--- src/rtl/matmaxabs_pkg.sv ---
// Shared types and helpers for the matrix max-abs scanner and related matlib stages.
package matmaxabs_pkg;

  // Scanner control states; also exported on the debug state port.
  typedef enum logic [1:0] {
    IDLE = 2'd0,
    SCAN = 2'd1,
    DONE = 2'd2
  } state_t;

  // Fixed-point 1.0 for a given number of fractional bits.
  // Callers truncate the result to their own data width.
  function automatic logic [63:0] fx_one(input int unsigned scale);
    return 64'd1 << scale;
  endfunction

endpackage

--- src/rtl/matmaxabs_seq_fx_abs_sat.sv ---
// Combinational saturating absolute value of a signed two's-complement word.
// The most negative code maps to the largest positive code, so the result
// always fits in WIDTH-1 bits and can be treated as unsigned.
module fx_abs_sat #(
  parameter int WIDTH = 32
) (
  input  logic [WIDTH-1:0] x_i,
  output logic [WIDTH-1:0] y_o
);

  localparam logic [WIDTH-1:0] MOST_NEG = {1'b1, {(WIDTH-1){1'b0}}};
  localparam logic [WIDTH-1:0] MOST_POS = {1'b0, {(WIDTH-1){1'b1}}};

  // Pass non-negative values, negate negative ones, clamp the one code with no positive twin.
  always_comb begin
    y_o = x_i;
    if (x_i[WIDTH-1]) begin
      if (x_i == MOST_NEG) begin
        y_o = MOST_POS;
      end else begin
        y_o = -x_i;
      end
    end
  end

endmodule

--- src/rtl/matmaxabs_seq.sv ---
// Sequential max-|a| scanner. Captures the whole matrix on an accepted start,
// then walks one element per clock in row-major order through a single
// saturating-abs unit and a single comparator. The result is the divisor for
// the unscale stage; an all-zero matrix yields fixed-point 1.0 with zero=1 so
// the downstream divide never sees zero.
//
// Fixed-point format is given by WIDTH (word size) and SCALE (fractional bits).
//
// Handshake: start is sampled only while the FSM is IDLE; starts seen in SCAN
// or DONE are dropped. busy is high from the accepting edge until the edge
// that raises done; done is a one-cycle pulse; f and zero hold until the next
// done or reset.
module matmaxabs_seq
  import matmaxabs_pkg::*;
#(
  parameter int ROWS  = 1,
  parameter int COLS  = 1,
  parameter int WIDTH = 32,
  parameter int SCALE = 16
) (
  input  logic                              clk,
  input  logic                              reset_l,
  input  logic                              start,
  input  logic [ROWS:1][COLS:1][WIDTH-1:0]  a,
  output logic                              busy,
  output logic                              done,
  output logic                              zero,
  output logic [WIDTH-1:0]                  f,
  output state_t                            dbg_state_o
);

  localparam int N     = ROWS * COLS;
  localparam int IDX_W = (N > 1) ? $clog2(N) : 1;
  // Shadow storage padded to a power of two so idx_q indexes it exactly.
  localparam int DEPTH = 1 << IDX_W;

  localparam logic [IDX_W-1:0] IDX_LAST = IDX_W'(N - 1);
  localparam logic [WIDTH-1:0] FX_ONE   = WIDTH'(fx_one(SCALE));

  state_t               state_q;
  logic [WIDTH-1:0]     shadow_q [DEPTH];
  logic [IDX_W-1:0]     idx_q;
  logic [WIDTH-1:0]     acc_q;
  logic [WIDTH-1:0]     acc_d;
  logic                 busy_q;
  logic                 done_q;
  logic                 zero_q;
  logic [WIDTH-1:0]     f_q;

  logic [N*WIDTH-1:0]   a_flat;
  logic [WIDTH-1:0]     elem;
  logic [WIDTH-1:0]     elem_abs;

  // Row-major flattening: element [1][1] sits in the lowest WIDTH bits.
  assign a_flat = a;

  // Current element of the captured matrix.
  assign elem = shadow_q[idx_q];

  fx_abs_sat #(
    .WIDTH (WIDTH)
  ) u_abs (
    .x_i (elem),
    .y_o (elem_abs)
  );

  // Running maximum including the current element; ties keep the same value.
  always_comb begin
    acc_d = acc_q;
    if (elem_abs > acc_q) begin
      acc_d = elem_abs;
    end
  end

  // Scan control: capture on start, accumulate in SCAN, publish result on the last element.
  always_ff @(posedge clk or negedge reset_l) begin
    if (!reset_l) begin
      state_q <= IDLE;
      idx_q   <= '0;
      acc_q   <= '0;
      busy_q  <= 1'b0;
      done_q  <= 1'b0;
      zero_q  <= 1'b0;
      f_q     <= '0;
      for (int k = 0; k < DEPTH; k++) begin
        shadow_q[k] <= '0;
      end
    end else begin
      case (state_q)
        IDLE: begin
          if (start) begin
            for (int k = 0; k < N; k++) begin
              shadow_q[k] <= a_flat[k*WIDTH +: WIDTH];
            end
            idx_q   <= '0;
            acc_q   <= '0;
            busy_q  <= 1'b1;
            state_q <= SCAN;
          end
        end
        SCAN: begin
          acc_q <= acc_d;
          idx_q <= idx_q + IDX_W'(1);
          if (idx_q == IDX_LAST) begin
            if (acc_d == '0) begin
              f_q    <= FX_ONE;
              zero_q <= 1'b1;
            end else begin
              f_q    <= acc_d;
              zero_q <= 1'b0;
            end
            done_q  <= 1'b1;
            busy_q  <= 1'b0;
            state_q <= DONE;
          end
        end
        DONE: begin
          done_q  <= 1'b0;
          state_q <= IDLE;
        end
        default: begin
          done_q  <= 1'b0;
          busy_q  <= 1'b0;
          state_q <= IDLE;
        end
      endcase
    end
  end

  assign busy        = busy_q;
  assign done        = done_q;
  assign zero        = zero_q;
  assign f           = f_q;
  assign dbg_state_o = state_q;

endmodule

--- config.mk ---
export PLATFORM = sky130hd
export DESIGN_NAME = matmaxabs_seq
export DESIGN_NICKNAME = d
export VERILOG_FILES = /design/src/rtl/matmaxabs_pkg.sv /design/src/rtl/matmaxabs_seq_fx_abs_sat.sv /design/src/rtl/matmaxabs_seq.sv
export SDC_FILE = /design/constraint.sdc
export NUM_CORES = 1
export LEC_CHECK = 0
export ABC_AREA = 1
export BUFFER_PORTS_ARGS = -buffer_cell sky130_fd_sc_hd__buf_2
export CAP_MARGIN = 20
export CORE_UTILIZATION = 59
export DETAILED_ROUTE_END_ITERATION = 7
export PLACE_DENSITY = 0.82
export SLEW_MARGIN = 20
export SYNTH_ARGS = -nofsm -noshare
export SYNTH_HDL_FRONTEND = slang
export SYNTH_SLANG_ARGS = --single-unit
--- constraint.sdc ---
create_clock -name clk -period 4.6 [get_ports clk]
set_clock_uncertainty 0.2 [all_clocks]
set_input_delay 0.23 -clock clk [delete_from_list [all_inputs] [get_ports clk]]
set_output_delay 0.23 -clock clk [all_outputs]
set_load 0.1 [all_outputs]
==> summary.md, run 1 <==
| Metric | Value |
|---|---|
| Post-synthesis net count | 963 |
| Period utilization | 92.83% |
| Hold slack final | 0.1473 ns |
| Relative slew slack | 28.95% |
| Outcome | finished, final reports clean |
| Routed vias/inst | 5.412 |
| Met3 Use GR | 4.082% |
| DRC Markers | 0 |
| Synth Area per Inst | 7.081 µm² |
| Diode count | 0 |
| Largest cells by area after synthesis | dfrtp_1, nand2_1, inv_1 |
| Area grow syn2layout | 15.72% |
| Max FO, Critical Path | 13 |
| I/O Buffers | 71 |
| Row Count | 37 |
| Arr. time, crit path | 4.37 ns |
| Cell count after placement | 1079 |
| Endpoint type of the worst setup path | flip-flop |
| Yosys top cell area share | 40.28% |
| Critical Path Source Type | flip-flop |
| Post-synth EDFFs | 0 |
| Worst-path clk slew | 0.09 ns |
| Met1 Usage GRT | 43.10% |
| Top FF cell, synth | dfrtp_1 |
| Post-Synthesis Cells | 895 |
| Total grt overflow | 0 |
| Placed cell area | 6770 µm² |
| Die ar. | 11160 µm² |
| GP Congestion | 1.000 |
| Number of global-route vias before repair | 5682 |
| Util after Layout | 70.72% |
| Busiest grt layer | met2 |
| WP data required | 4.70 ns |
| Tot GR Track Use | 30.72% |
| Largest net degree at the start of global routing | 65 |
| Die Wd | 105.6 µm |
| Core ar. | 10370 µm² |
| Synth async-reset ratio | 100.0% |
| Netlist Area Pre-Place | 6337 µm² |
| CTS buffer count | 9 |
| Share of cells above drive strength 1 | 11.87% |
| Warnings from Yosys | 32 |
| CTS tree | done |
| First-pass GRT wire length | 27210 µm |
| Peak Freq | 234.2 MHz |
| # H-tree levels | 3 |
| GR Layer Usage met2 | 49.39% |
| Post-layout minimum cycle time | 4.270 ns |
| Fin. max-slew vios | 0 |
| I/O pins | 72 |
| DRT antenna net count | 0 |
| Flops & latches, synth | 102 |
| Design area | 7333 µm² |
| Count of final hold-check violations | 0 |
| Die Span Y | 105.6 µm |
| Detailed-router iteration count before antenna repair | 5 |
| Via count | 6115 |
| Area leader, netlist | dfrtp_1 |
| Starting Density | 61.11% |
| Clock sinks | 102 |
| Initial antenna violation count | 0 |
| Final setup fails | 0 |
| Clock insertion delay at the later pin of the skew report | 0.37 ns |
| Initial DRC count | 312 |
| Yosys cell types | 32 |
| Sequential share of the synthesized area | 40.28% |
| WL final | 16520 µm |
| WS Path Type | reg2reg |
| Final cell count without fillers | 1130 |
| Clk buf depth | 2 |
| Max cap viols | 0 |
| Worst-Margin Slew | 1.065 ns |
| WL/cell | 14.62 µm |
| DPL Wire Length | 12210 µm |
| CTS root buf | clkbuf_8 |
| Min-delay worst type | in2reg |
| Post-layout nets | 1057 |
-- final timing paths --
kind	slack, ns	depth (start not counted)	start	endpoint
max in group asynchronous	2.89	3	reset_l	shadow_q[55]
worst min-delay path	0.15	4	start	shadow_q[37]
min in group asynchronous	0.25	2	reset_l	f[2]
worst max-delay path	0.33	27	shadow_q[32]	f[16]
worst max register to register	0.33	27	shadow_q[32]	f[16]
worst min register to register	0.28	1	idx_q	dbg_state_o[1]
-- per-layer routing --
metal  share of wire, %  vias up
met2                 47      215
li1                   -     3049
met1                 46     2816
met4                2.3        0
met3                5.6       35
met5                  0        -
-- what timing repair did --
item / 4_1_cts / 5_1_grt
setup endpoints to repair: 0 / 2
gates resized for setup: 0 / 6
hold buffers: 33 / 0
endpoints found under the hold margin: 86 / 0
setup buffers: 0 / 1
-- cell families (layout without fill, tap and decap cells) --
logic type	count (synthesis)	count (layout)	synth area share [%]
buffers and inverters	153	251	9.852
AND/OR/NAND/NOR	464	465	30.74
adder cells (fa/ha/maj)	33	33	6.515
AO/OA/AOI/OAI	134	134	11.37
flip-flops	102	102	40.28
XOR/XNOR	9	9	1.244
-- cell type report --
type | instances | area (µm²)
Timing Repair Buffer | 116 | 794.5
Fill cell | 914 | 3037
Multi-Input combinational cell | 641 | 3181
Sequential cell | 102 | 2552
Clock inverter | 5 | 57.56
Tap cell | 136 | 170.2
Inverter | 119 | 446.7
Clock buffer | 11 | 131.4
-- metrics by stage --
step           worst slack (ns)  setup TNS, ns
3_3_place_gp             0.3937              0
4_1_cts                  0.2446              0
3_5_place_dp             0.2900              0
2_1_floorplan             1.280              0
5_1_grt                -0.03176       -0.03176
6_report                 0.3299              0
-- placed cells by master, fill, tap and decap left out, types with 2 or more instances in the layout --
cell type        n
a21o_1           2
a21oi_1         17
buf_2           70
buf_4           11
clkbuf_1         2
clkbuf_8         9
clkinv_1         2
clkinv_2         2
dfrtp_1        102
dlygate4sd3_1   33
ha_1            33
inv_1          115
inv_2            2
inv_6            2
nand2_1        275
nand2_2          5
nand3_1         66
nand4_1         11
nor2_1          88
nor2_2           6
nor2_4           2
nor3_1           5
o21ai_0         77
o21ai_1          4
o22ai_1         32
xor2_1           9
-- state kept, by name (all words and copies together) (netlist names) --
register	flops
idx_q	1
shadow_q	32
zero	1
done	1
dbg_state_o	2
f	32
busy	1
acc_q	32
-- synth_stat cells (2+ instances only) --
library cell	n
dfrtp_1	102
a21o_1	2
buf_4	4
o22ai_1	32
buf_1	3
inv_1	115
clkbuf_1	19
xor2_1	9
nor2_2	6
ha_1	33
nand3_1	66
nand2_2	5
a21oi_1	17
nand2_1	275
nor3_1	5
buf_6	4
clkinv_1	2
o21ai_0	80
inv_2	2
nor2_1	88
buf_2	4
nor2_4	2
nand4_1	11
-- worst max-delay path, stage by stage, from the launching register on --
cell and delay [ns]:
dfrtp_1 0.41, inv_1 0.08, ha_1 0.22, nand2_1 0.13, nor2_1 0.15, nand2_1 0.10, nor2_1 0.18, nand4_4 0.21
inv_2 0.15, nor3_1 0.06, ha_1 0.29, nand2_1 0.07, nor2_1 0.13, nand2_1 0.10, nor2_1 0.15, nand4_1 0.25
nand2_4 0.24, buf_4 0.22, nand2_1 0.07, nand2_1 0.11, nand2_1 0.07, nor2_1 0.16, nand2_1 0.08, nor2_1 0.11
nand2_1 0.09, nand2_1 0.06, nand2_1 0.05, nand2_1 0.06
Power of run 1 is left out: the tool's default activity adds up to more than one toggle a clock period on the data nets, which glitch-free logic cannot reach.
==> run 2: changes to the inputs <==
--- a/config.mk
+++ b/config.mk
@@ -8,9 +8,11 @@
 export ABC_AREA = 1
 export BUFFER_PORTS_ARGS = -buffer_cell sky130_fd_sc_hd__buf_2
 export CAP_MARGIN = 20
+export CORE_ASPECT_RATIO = 0.8
 export CORE_UTILIZATION = 59
 export DETAILED_ROUTE_END_ITERATION = 7
 export PLACE_DENSITY = 0.82
+export SKIP_CTS_REPAIR_TIMING = 1
 export SLEW_MARGIN = 20
 export SYNTH_ARGS = -nofsm -noshare
 export SYNTH_HDL_FRONTEND = slang
==> summary.md, run 2 (synthesis gave the netlist of run 1 again) <==
| Metric | Value |
|---|---|
| Arr. time, crit path | 4.24 ns |
| Via count | 6212 |
| Cell count after placement | 1085 |
| Area grow syn2layout | 19.13% |
| Share of cells above drive strength 1 | 12.81% |
| Clock sinks | 102 |
| HP Start | a[0] |
| Failing checks | hold timing |
| CP max-delay cell | dfrtp_1 |
| First-pass GRT wire length | 27060 µm |
| Fin. max-slew vios | 0 |
| WP data required | 4.69 ns |
| Detailed-router iteration count before antenna repair | 5 |
| WS Path Type | reg2reg |
| Peak Freq | 240.6 MHz |
| WL/cell | 14.91 µm |
| Kind of cell adding the most delay to the critical path | simple AND/OR/NAND/NOR gates |
| Clk buf depth | 2 |
| DRT antenna net count | 0 |
| Outcome | finished, violations left |
| Diode count | 0 |
| Final WS setup | 0.4439 ns |
| Largest net degree at the start of global routing | 66 |
| Post-layout nets | 1062 |
| Relative slew slack | 50.59% |
| Routed vias/inst | 5.454 |
| Final cell count without fillers | 1139 |
| Post-layout minimum cycle time | 4.156 ns |
| WL final | 16990 µm |
| Critical Path Source Type | flip-flop |
| Die ar. | 11160 µm² |
| Initial antenna violation count | 0 |
| I/O pins | 72 |
| WP buf/inv | 2 |
| DRC Markers | 0 |
| # H-tree levels | 3 |
| Commonest non-fill, non-tap cell in the layout | nand2_1 |
| Initial DRC count | 574 |
| CP Launch Point | shadow_q[33] |
| Max incr delay on CP | 0.39 ns |
| Die Span Y | 94.70 µm |
| Count of final hold-check violations | 1 |
| Clock insertion delay at the later pin of the skew report | 0.35 ns |
| Max FO, Critical Path | 10 |
| Post-place setup slack | 0.2954 ns |
| Period utilization | 90.35% |
| Tot GR Track Use | 30.79% |
| CTS root buf | clkbuf_16 |
| DPL Wire Length | 12090 µm |
| I/O Buffers | 71 |
| Max cap viols | 0 |
| Worst-path clk slew | 0.07 ns |
| CTS buffer count | 9 |
| CTS tree | done |
| GP Congestion | 0.9651 |
| Hold slack final | -0.01864 ns |
| Number of global-route vias before repair | 5582 |
| Die Wd | 117.9 µm |
| Final setup fails | 0 |
| Most used cell, CP | nand2_1 |
| Worst-Margin Slew | 0.7411 ns |
| Core ar. | 10360 µm² |
| Min-delay worst type | in2reg |
| Most frequent cells in the layout | nand2_1, inv_1, dfrtp_1, nor2_1, o21ai_0 |
| Row Count | 33 |
| Reg-to-Reg Start | shadow_q[33] |
| Util after Layout | 72.85% |
| Endpoint type of the worst setup path | flip-flop |
| Starting Density | 61.15% |
| Total grt overflow | 0 |
## run 2: cell types whose count changed in the layout (fill, tap and decap cells not counted), moves of 2 or more
cell       previous run  this run
clkbuf_16             0         9
clkbuf_8              9         1
buf_4                11        14
buf_6                 1         3
clkbuf_1              2         0
## run 2: layer usage
metal | share of wire [%] | global-route usage [%] | vias to the layer above
met2 | 46 | 50.20 | 257
met1 | 44 | 41.91 | 2865
met4 | 1.4 | 8.120 | 0
met3 | 8.2 | 6.582 | 25
met5 | 0 | 0 | -
li1 | - | - | 3065
## run 2: path summary, 6_finish.rpt
kind | end | slack [ns] | cells past startpoint
setup / recovery | f[16] | 0.44 | 26
hold / removal | shadow_q[32] | -0.02 | 3
setup reg to reg | f[16] | 0.44 | 26
hold reg to reg | dbg_state_o[1] | 0.27 | 1
max in group asynchronous | acc_q[31] | 2.84 | 3
min in group asynchronous | shadow_q[39] | 0.21 | 2
## run 2: through the flow
step,TNS (ns),instance area [µm²]
floorplan,0,6337
global placement,0,6790
detailed placement,0,6790
CTS,0,7121
global route,-0.03398,7550
finish,0,7550
## run 2: cell type report
cell class / instances / area, µm²
multi-input combinational: 641 / 3188
sequential: 102 / 2552
fill: 846 / 2814
inverter: 119 / 446.7
timing repair buffer: 121 / 857.1
tap: 140 / 175.2
clock buffer: 10 / 239.0
clock inverter: 6 / 91.34
## run 2: worst min-delay path, stage by stage
cell,delay (ns)
buf_2,0.08
nand2_1,0.07
o21ai_0,0.10
Power of run 2 is left out for the same reason.
